$ cat config.mk
export PLATFORM = sky130hd
export DESIGN_NAME = expr_eval
export DESIGN_NICKNAME = d
export VERILOG_FILES = /design/src/rtl/expr_eval.sv
export SDC_FILE = /design/constraint.sdc
export NUM_CORES = 1
export LEC_CHECK = 0
export ABC_CLOCK_PERIOD_IN_PS = 4700
export CAP_MARGIN = 20
export CORE_AREA = 2 2 100 102
export DETAILED_ROUTE_END_ITERATION = 6
export DIE_AREA = 0 0 102 104
export HOLD_SLACK_MARGIN = 0.12
export PLACE_DENSITY_LB_ADDON = 0.12
export SYNTH_ARGS = -nofsm -noshare
export SYNTH_HDL_FRONTEND = slang
export SYNTH_SLANG_ARGS = --single-unit
$ cat constraint.sdc
create_clock -name clk -period 4.7 [get_ports clk]
set_input_delay 0.47 -clock clk [delete_from_list [all_inputs] [get_ports clk]]
set_output_delay 0.47 -clock clk [all_outputs]
set_load 0.005 [all_outputs]
$ cat src/rtl/expr_eval.sv
// expr_eval: streaming evaluator for expressions made of single decimal
// digits joined by '+' and '*', with '*' binding tighter than '+'.
// It reads one ASCII character per cycle from the same bus as the
// expression recognizer. 'valid' tracks the recognizer's accept decision.
//
// Ports:
//   clk      - clock, rising edge
//   clr      - synchronous active-high reset
//   in_valid - 'in' carries a character this cycle (low = bubble, all state holds)
//   in       - ASCII character
//   result   - registered value of the expression so far (sum + current product)
//   valid    - stream so far is a complete legal expression
//   err      - sticky: an illegal character or ordering has been seen
//   ovf      - sticky arithmetic overflow flag
//
// Optional feature: define EXPR_EVAL_OVF_EN to build the overflow detector.
// Without it, ovf is tied to 0. Arithmetic wraps modulo 2^WIDTH either way.
module expr_eval #(
    parameter int WIDTH = 16
) (
    input  logic             clk,
    input  logic             clr,
    input  logic             in_valid,
    input  logic [7:0]       in,
    output logic [WIDTH-1:0] result,
    output logic             valid,
    output logic             err,
    output logic             ovf
);

    typedef enum logic [1:0] {
        START = 2'd0,
        OPND  = 2'd1,
        OPR   = 2'd2,
        ERR   = 2'd3
    } state_t;

    state_t            state_q, state_d;
    logic [WIDTH-1:0]  sum_q, sum_d;
    logic [WIDTH-1:0]  prod_q, prod_d;
    logic              pend_mul_q, pend_mul_d;
    logic [WIDTH-1:0]  result_q, result_d;
    logic              ovf_q, ovf_d;

    logic              is_digit, is_plus, is_star;
    logic [7:0]        digit_raw;
    logic [3:0]        digit;
    logic [WIDTH-1:0]  mul_trunc;
    logic [WIDTH-1:0]  add_trunc;   // sum_q + prod_q, used when '+' folds the term
    logic [WIDTH-1:0]  res_opr;     // sum_q + new product, used on a digit after an operator
    logic [WIDTH-1:0]  prod_opr;    // product after a digit that follows an operator
    logic              mul_ovf, add_ovf, res_ovf;

    assign is_digit  = (in >= 8'h30) && (in <= 8'h39);
    assign is_plus   = (in == 8'h2B);
    assign is_star   = (in == 8'h2A);
    assign digit_raw = in - 8'h30;
    assign digit     = digit_raw[3:0];

    // The digit after an operator either extends the current product or starts a new one.
    assign prod_opr = pend_mul_q ? mul_trunc : {{(WIDTH-4){1'b0}}, digit};

`ifdef EXPR_EVAL_OVF_EN
    logic [WIDTH+3:0] mul_full;
    logic [WIDTH:0]   add_full;
    logic [WIDTH:0]   res_full;

    assign mul_full  = {4'b0, prod_q} * {{WIDTH{1'b0}}, digit};
    assign mul_trunc = mul_full[WIDTH-1:0];
    assign mul_ovf   = pend_mul_q && (mul_full[WIDTH+3:WIDTH] != 4'b0);

    assign add_full  = {1'b0, sum_q} + {1'b0, prod_q};
    assign add_trunc = add_full[WIDTH-1:0];
    assign add_ovf   = add_full[WIDTH];

    assign res_full  = {1'b0, sum_q} + {1'b0, prod_opr};
    assign res_opr   = res_full[WIDTH-1:0];
    assign res_ovf   = res_full[WIDTH];
`else
    assign mul_trunc = prod_q * {{(WIDTH-4){1'b0}}, digit};
    assign add_trunc = sum_q + prod_q;
    assign res_opr   = sum_q + prod_opr;
    assign mul_ovf   = 1'b0;
    assign add_ovf   = 1'b0;
    assign res_ovf   = 1'b0;
`endif

    always_comb begin
        state_d    = state_q;
        sum_d      = sum_q;
        prod_d     = prod_q;
        pend_mul_d = pend_mul_q;
        result_d   = result_q;
        ovf_d      = ovf_q;
        if (in_valid) begin
            unique case (state_q)
                START: begin
                    if (is_digit) begin
                        sum_d    = '0;
                        prod_d   = {{(WIDTH-4){1'b0}}, digit};
                        result_d = {{(WIDTH-4){1'b0}}, digit};
                        state_d  = OPND;
                    end else begin
                        state_d  = ERR;
                    end
                end
                OPND: begin
                    if (is_plus) begin
                        sum_d      = add_trunc;
                        pend_mul_d = 1'b0;
                        ovf_d      = ovf_q | add_ovf;
                        state_d    = OPR;
                    end else if (is_star) begin
                        pend_mul_d = 1'b1;
                        state_d    = OPR;
                    end else begin
                        state_d    = ERR;
                    end
                end
                OPR: begin
                    if (is_digit) begin
                        prod_d   = prod_opr;
                        result_d = res_opr;
                        ovf_d    = ovf_q | mul_ovf | res_ovf;
                        state_d  = OPND;
                    end else begin
                        state_d  = ERR;
                    end
                end
                default: begin
                    state_d = ERR;
                end
            endcase
        end
    end

    always_ff @(posedge clk) begin
        if (clr) begin
            state_q    <= START;
            sum_q      <= '0;
            prod_q     <= '0;
            pend_mul_q <= 1'b0;
            result_q   <= '0;
            ovf_q      <= 1'b0;
        end else begin
            state_q    <= state_d;
            sum_q      <= sum_d;
            prod_q     <= prod_d;
            pend_mul_q <= pend_mul_d;
            result_q   <= result_d;
            ovf_q      <= ovf_d;
        end
    end

    assign result = result_q;
    assign valid  = (state_q == OPND);
    assign err    = (state_q == ERR);
    assign ovf    = ovf_q;

endmodule

# == After elaboration in Yosys (flattened, before gate mapping) ==
# Index checks and enable logic that the tools add are counted.
# op_classes
addsub,3
multipliers,1
div,0
n_lt_le_gt_ge,2
eq_ne,8
shift,0
muxes,15
bitwise,0
reduce_logical,9
# op_table
op,count
$mux 16,6
$pmux 16 s2,3
$add 16x16->16,2
$eq 8x6->1 const B,2
$mul 16x4->16,1
$ge 8x6->1 const B,1
$le 8x6->1 const B,1
$reduce_and 4->1,2
$reduce_bool 2->1,3
$eq 2x2->1 const B,2
$mux 1,4
$ne 2x2->1 const B,2
$pmux 2 s2,1
$sub 4x1->4 const B,1
$reduce_and 3->1,1
$eq 2x1->1 const B,1
$logic_not 2->1,1
$mux 2,1
$ne 2x1->1 const B,1
$reduce_or 2->1,1
$logic_and 1x1->1,1
# totals
register_bits,51
latch_bits,0
mem_bits_rw,0
mem_bits_ro,0
inputBits,11
out_inout_bits,19
wordCells,43
memories,0

# == Depth between registers and ports, before layout ==
# logic_depth
ltp_word,6
depth_mapped,23
depth_no_buf,21

# == Least setup slack after synthesis ==
# OpenSTA, ideal clock, no wires.
# synth_path
kind,input to register
startpoint,input port in[3]
endpoint,"register result_q[14], in the netlist result[14]"
setup_ns,0.116
arrival_time_ns,5.019
t_required_ns,4.584
path_slack_ns,-0.435
stages,22
path_cell_list,clkbuf_2 clkbuf_1 and2_1 fa_1 inv_1 fa_1 inv_1 ha_1 nor2b_1 o21ai_0 a21boi_0 o21ai_0 a21oi_1 xnor2_1 nor2_1 ha_1 and3_1 and3_1 o32ai_1 a31oi_1 or3_1 a31o_2
# synth_between
elab_chain_cells,6
# synth_lines
element,line,rtl
"start, declared",24,"input logic [7:0] in,"
$sub 4x1->4,57,assign digit_raw = in - 8'h30;
$mul 16x4->16,80,"assign mul_trunc = prod_q * {{(WIDTH-4){1'b0}}, digit};"
$mux 16,61,"assign prod_opr = pend_mul_q ? mul_trunc : {{(WIDTH-4){1'b0}}, digit};"
$add 16x16->16,82,assign res_opr = sum_q + prod_opr;
$mux 16,121,if (is_digit) begin
$pmux 16 s2,96,unique case (state_q)
"end signal, assigned",150,result_q <= result_d;
"end, declared",42,"logic [WIDTH-1:0] result_q, result_d;"
# Several ways; a longest one is shown, not always the timed one. The select of a mux whose other input is x is not followed.
# A chain may end at the register's enable or synchronous reset.

# == Final worst setup path ==
# layout_path
startpoint,input port in[2]
endpoint,"register result_q[14], in the netlist result[14]"
# Same word-level chain as after synthesis.

==> summary.md <==
| Metric | Value |
|---|---|
| Drc violations | `0` |
| Crit Path Max Fanout | `7` |
| Power Total | `0.0007506 W` |
| Grt peak-use layer | `met2` |
| Post-synthesis cell type count | `71` |
| Multi-input logic area | `3965 sq um` |
| Yosys reg bits | `51` |
| RSZ-0062 raised after global routing | `yes` |
| Most common cell after layout, fill and taps aside | `buf_4` |
| # fillers | `812` |
| Register-to-Register Setup Slack | `160 ps` |
| Crit Path Class | `input pin to flip-flop` |
| Crit share post-route | `96.73%` |
| Final #Nets | `816` |
| CP Launch Type | `input pin` |
| Crit path DAT | `4750 ps` |
| Crit path launch | `in[2]` |
| Vert. Die Dim | `104 microns` |
| Synth Cell Area | `5106 sq um` |
| FFs w/ async S/R, synth | `0%` |
| Setup-failing EPs final | `0` |
| GR Util met1 | `38.89%` |
| I/O Buffers | `28` |
| Final GP Congestion | `0.9315` |
| Hpwl dp | `10810 microns` |
| Crit path time final | `4546 ps` |
| Initial antenna violation count | `0` |
| Vias in the first global route | `4878` |
| Starting Density | `53.47%` |
| Reg2reg path depth | `18` |
| Warnings from Yosys | `0` |
| Vias per inst | `5.667` |
| CP Cell Sequence | `buf_2, buf_4, and2_1, fa_1, inv_1, fa_1, inv_1, ha_1, or2_2, a21oi_4, a21oi_2, xnor2_1, nor2_1, ha_1, and3_1, and3_4, o32ai_2, a31oi_1, or3_1, a31o_2` |
| Fin area | `6382 sq um` |
| CTS tree | `done` |
| I/O pin cnt | `30` |
| Peak supply drop | `0.1195 mV` |
| Slew @ Worst Pin | `776.1 ps` |
| Register area | `1030 sq um` |
| Final antenna-violating net count | `0` |
| Area of the die | `10610 sq um` |
| Num CTS Buffers | `5` |
| Max Freq | `0.2200 GHz` |
| Critical R2R Capture | `result[14]` |
| DIE WIDTH | `102 microns` |
| HP Class | `flip-flop to flip-flop` |
| Global-route wire length before repair | `23230 microns` |
| Largest net degree at the start of global routing | `29` |
| TritonRoute pass-1 iters | `5` |
| Total congestion overflow | `0` |
| Leak | `2.875 nW` |
| Share of post-route cells with drive strength above 1 | `22.54%` |
| Placed Instance Area | `6121 sq um` |
| Syn Area/Cell | `8.067 sq um` |
| Prevailing post-synth register cell | `dfxtp_1` |
| Layout area overhead | `24.99%` |
| Data required time of the worst path | `4910 ps` |
| Hold_ws | `457.6 ps` |
| Met3 usage | `2.755%` |
| Vias | `4902` |
| Hold Vio Cnt, Final | `0` |
| Hold-fix buffers at CTS | `0` |
| WL final | `13950 microns` |
| Max-cap viol count | `0` |
| Fin worst setup slack | `153.6 ps` |
| Row cnt | `36` |
| EDFF count, synth | `0` |
| Crit path to | `result[14]` |
| Met2 Usage GRT | `43.84%` |
| Status | `complete, no violations` |
| Slew Viols, Final | `0` |
| H-tree levels | `2` |
| Syn nets | `716` |
| Clock Skews | `7.042 ps` |
| Num Clock Sinks | `51` |
| Max incr delay on CP | `530 ps` |
| Gr usage total | `27.17%` |
| Worst r2r src | `prod_q[6]` |
| Clock tree buffer depth | `2` |
| Wire per inst | `16.12 microns` |
| Worst-path clk slew | `80 ps` |
| Diodes inserted | `0` |
| Pwr Density | `117.6 nW/um^2` |
| Core Box Area | `9549 sq um` |
| Worst Setup End Kind | `flip-flop` |
| Most frequent cells in the layout | `buf_4, nand2_1, inv_1` |
| Rel. slew slack | `48.07%` |
| Synth Instances | `633` |
| Register area share after synthesis | `20.00%` |
| Clock root cell | `clkbuf_8` |
| Critical path's slowest cell | `fa_1` |
| DR iter-0 viols | `276` |
| DP Worst Slack | `-747.7 ps` |
| Later-pin clock latency in the skew report | `310 ps` |
flip-flops by register name, indices dropped and copies added, names as in the netlist:
signal / flops
result: 16
sum_q: 16
prod_q: 16
pend_mul_q: 1
state_q: 2
synthesized netlist by cell type (5+ instances only):
cell	number	area, sq um
a211oi_1	11	82.58
a21o_1	11	82.58
a21oi_1	29	145.1
a22o_1	9	78.83
a22oi_1	7	52.55
and2_1	41	256.5
and3_1	8	50.05
buf_6	5	56.30
clkbuf_1	15	56.30
dfxtp_1	51	1021
fa_1	27	540.5
ha_1	45	563.0
inv_1	57	214.0
mux2i_1	5	50.05
nand2_1	58	217.7
nand3_1	23	115.1
nor2_1	53	198.9
nor2b_1	6	37.54
nor3_1	25	125.1
o21a_1	7	52.55
o21ai_0	32	160.2
or3_1	8	50.05
xnor2_1	17	148.9
xor2_1	10	87.58
worst max-delay path: cells and delay by family:
kind	cells	cell delay, ps
adder cells (fa/ha/maj)	4	1630
AND/OR/NAND/NOR	6	1300
AO/OA/AOI/OAI	5	820
buffers and inverters	4	390
XOR/XNOR	1	130
kinds of logic (layout without fill, tap and decap cells):
group	count (synthesis)	count (layout)	synth area share (%)
AOI/OAI and AO/OA	145	145	20.29
xor gates and xnor gates	29	29	5.415
adders and majority gates	72	72	21.61
buffers and inverters	80	179	6.738
DFF	51	51	20.00
muxes	7	7	1.421
other	1	1	0.07344
and+or+nand+nor	248	248	24.46
layer usage:
metal  vias up  part of all wire, %
met4         0                  1.2
met3        12                  3.9
met5         -                    0
met1      2365                   47
li1       2412                    -
met2       113                   48
layout make-up:
cell class,instances,area share (%)
Clock buffer,6,1.137
Inverter,57,3.352
Multi-Input combinational cell,502,62.13
Sequential cell,51,16.13
Tap cell,133,2.607
Timing Repair Buffer,116,14.64
how the worst min path moves through the flow:
stage | startpoint | to | depth (start not counted)
after CTS | result[12] | result[12] | 2
after detailed placement | result[12] | result[12] | 2
after global routing | result[12] | result[12] | 2
after global placement | result[4] | result[4] | 2
final | result[12] | result[12] | 2
after floorplan | result[7] | result[7] | 2
metrics by stage:
step	setup TNS, ps	util, %	cells
2_1_floorplan	-80.26	-	633
4_1_cts	0	65.30	860
3_3_place_gp	-3272	64.10	852
5_1_grt	-117.1	66.84	865
3_5_place_dp	-4628	64.10	852
6_report	0	66.84	865
report_power, final:
group	switching [W]	leakage (nW)	internal (W)
clock	0.000147	0.0371	0.0000999
combinational	0.0000409	2.42	0.0000277
sequential	0.00000192	0.414	0.000433
total	0.000190	2.87	0.000561
timing repair:
item                                    in CTS  in global routing
setup buffers                                2                  5
gates cloned                                 0                  0
gates resized for setup                     14                 39
endpoints found under the setup margin       7                  5
pin swaps                                    6                 37
Power figures use the tool's default switching activity.
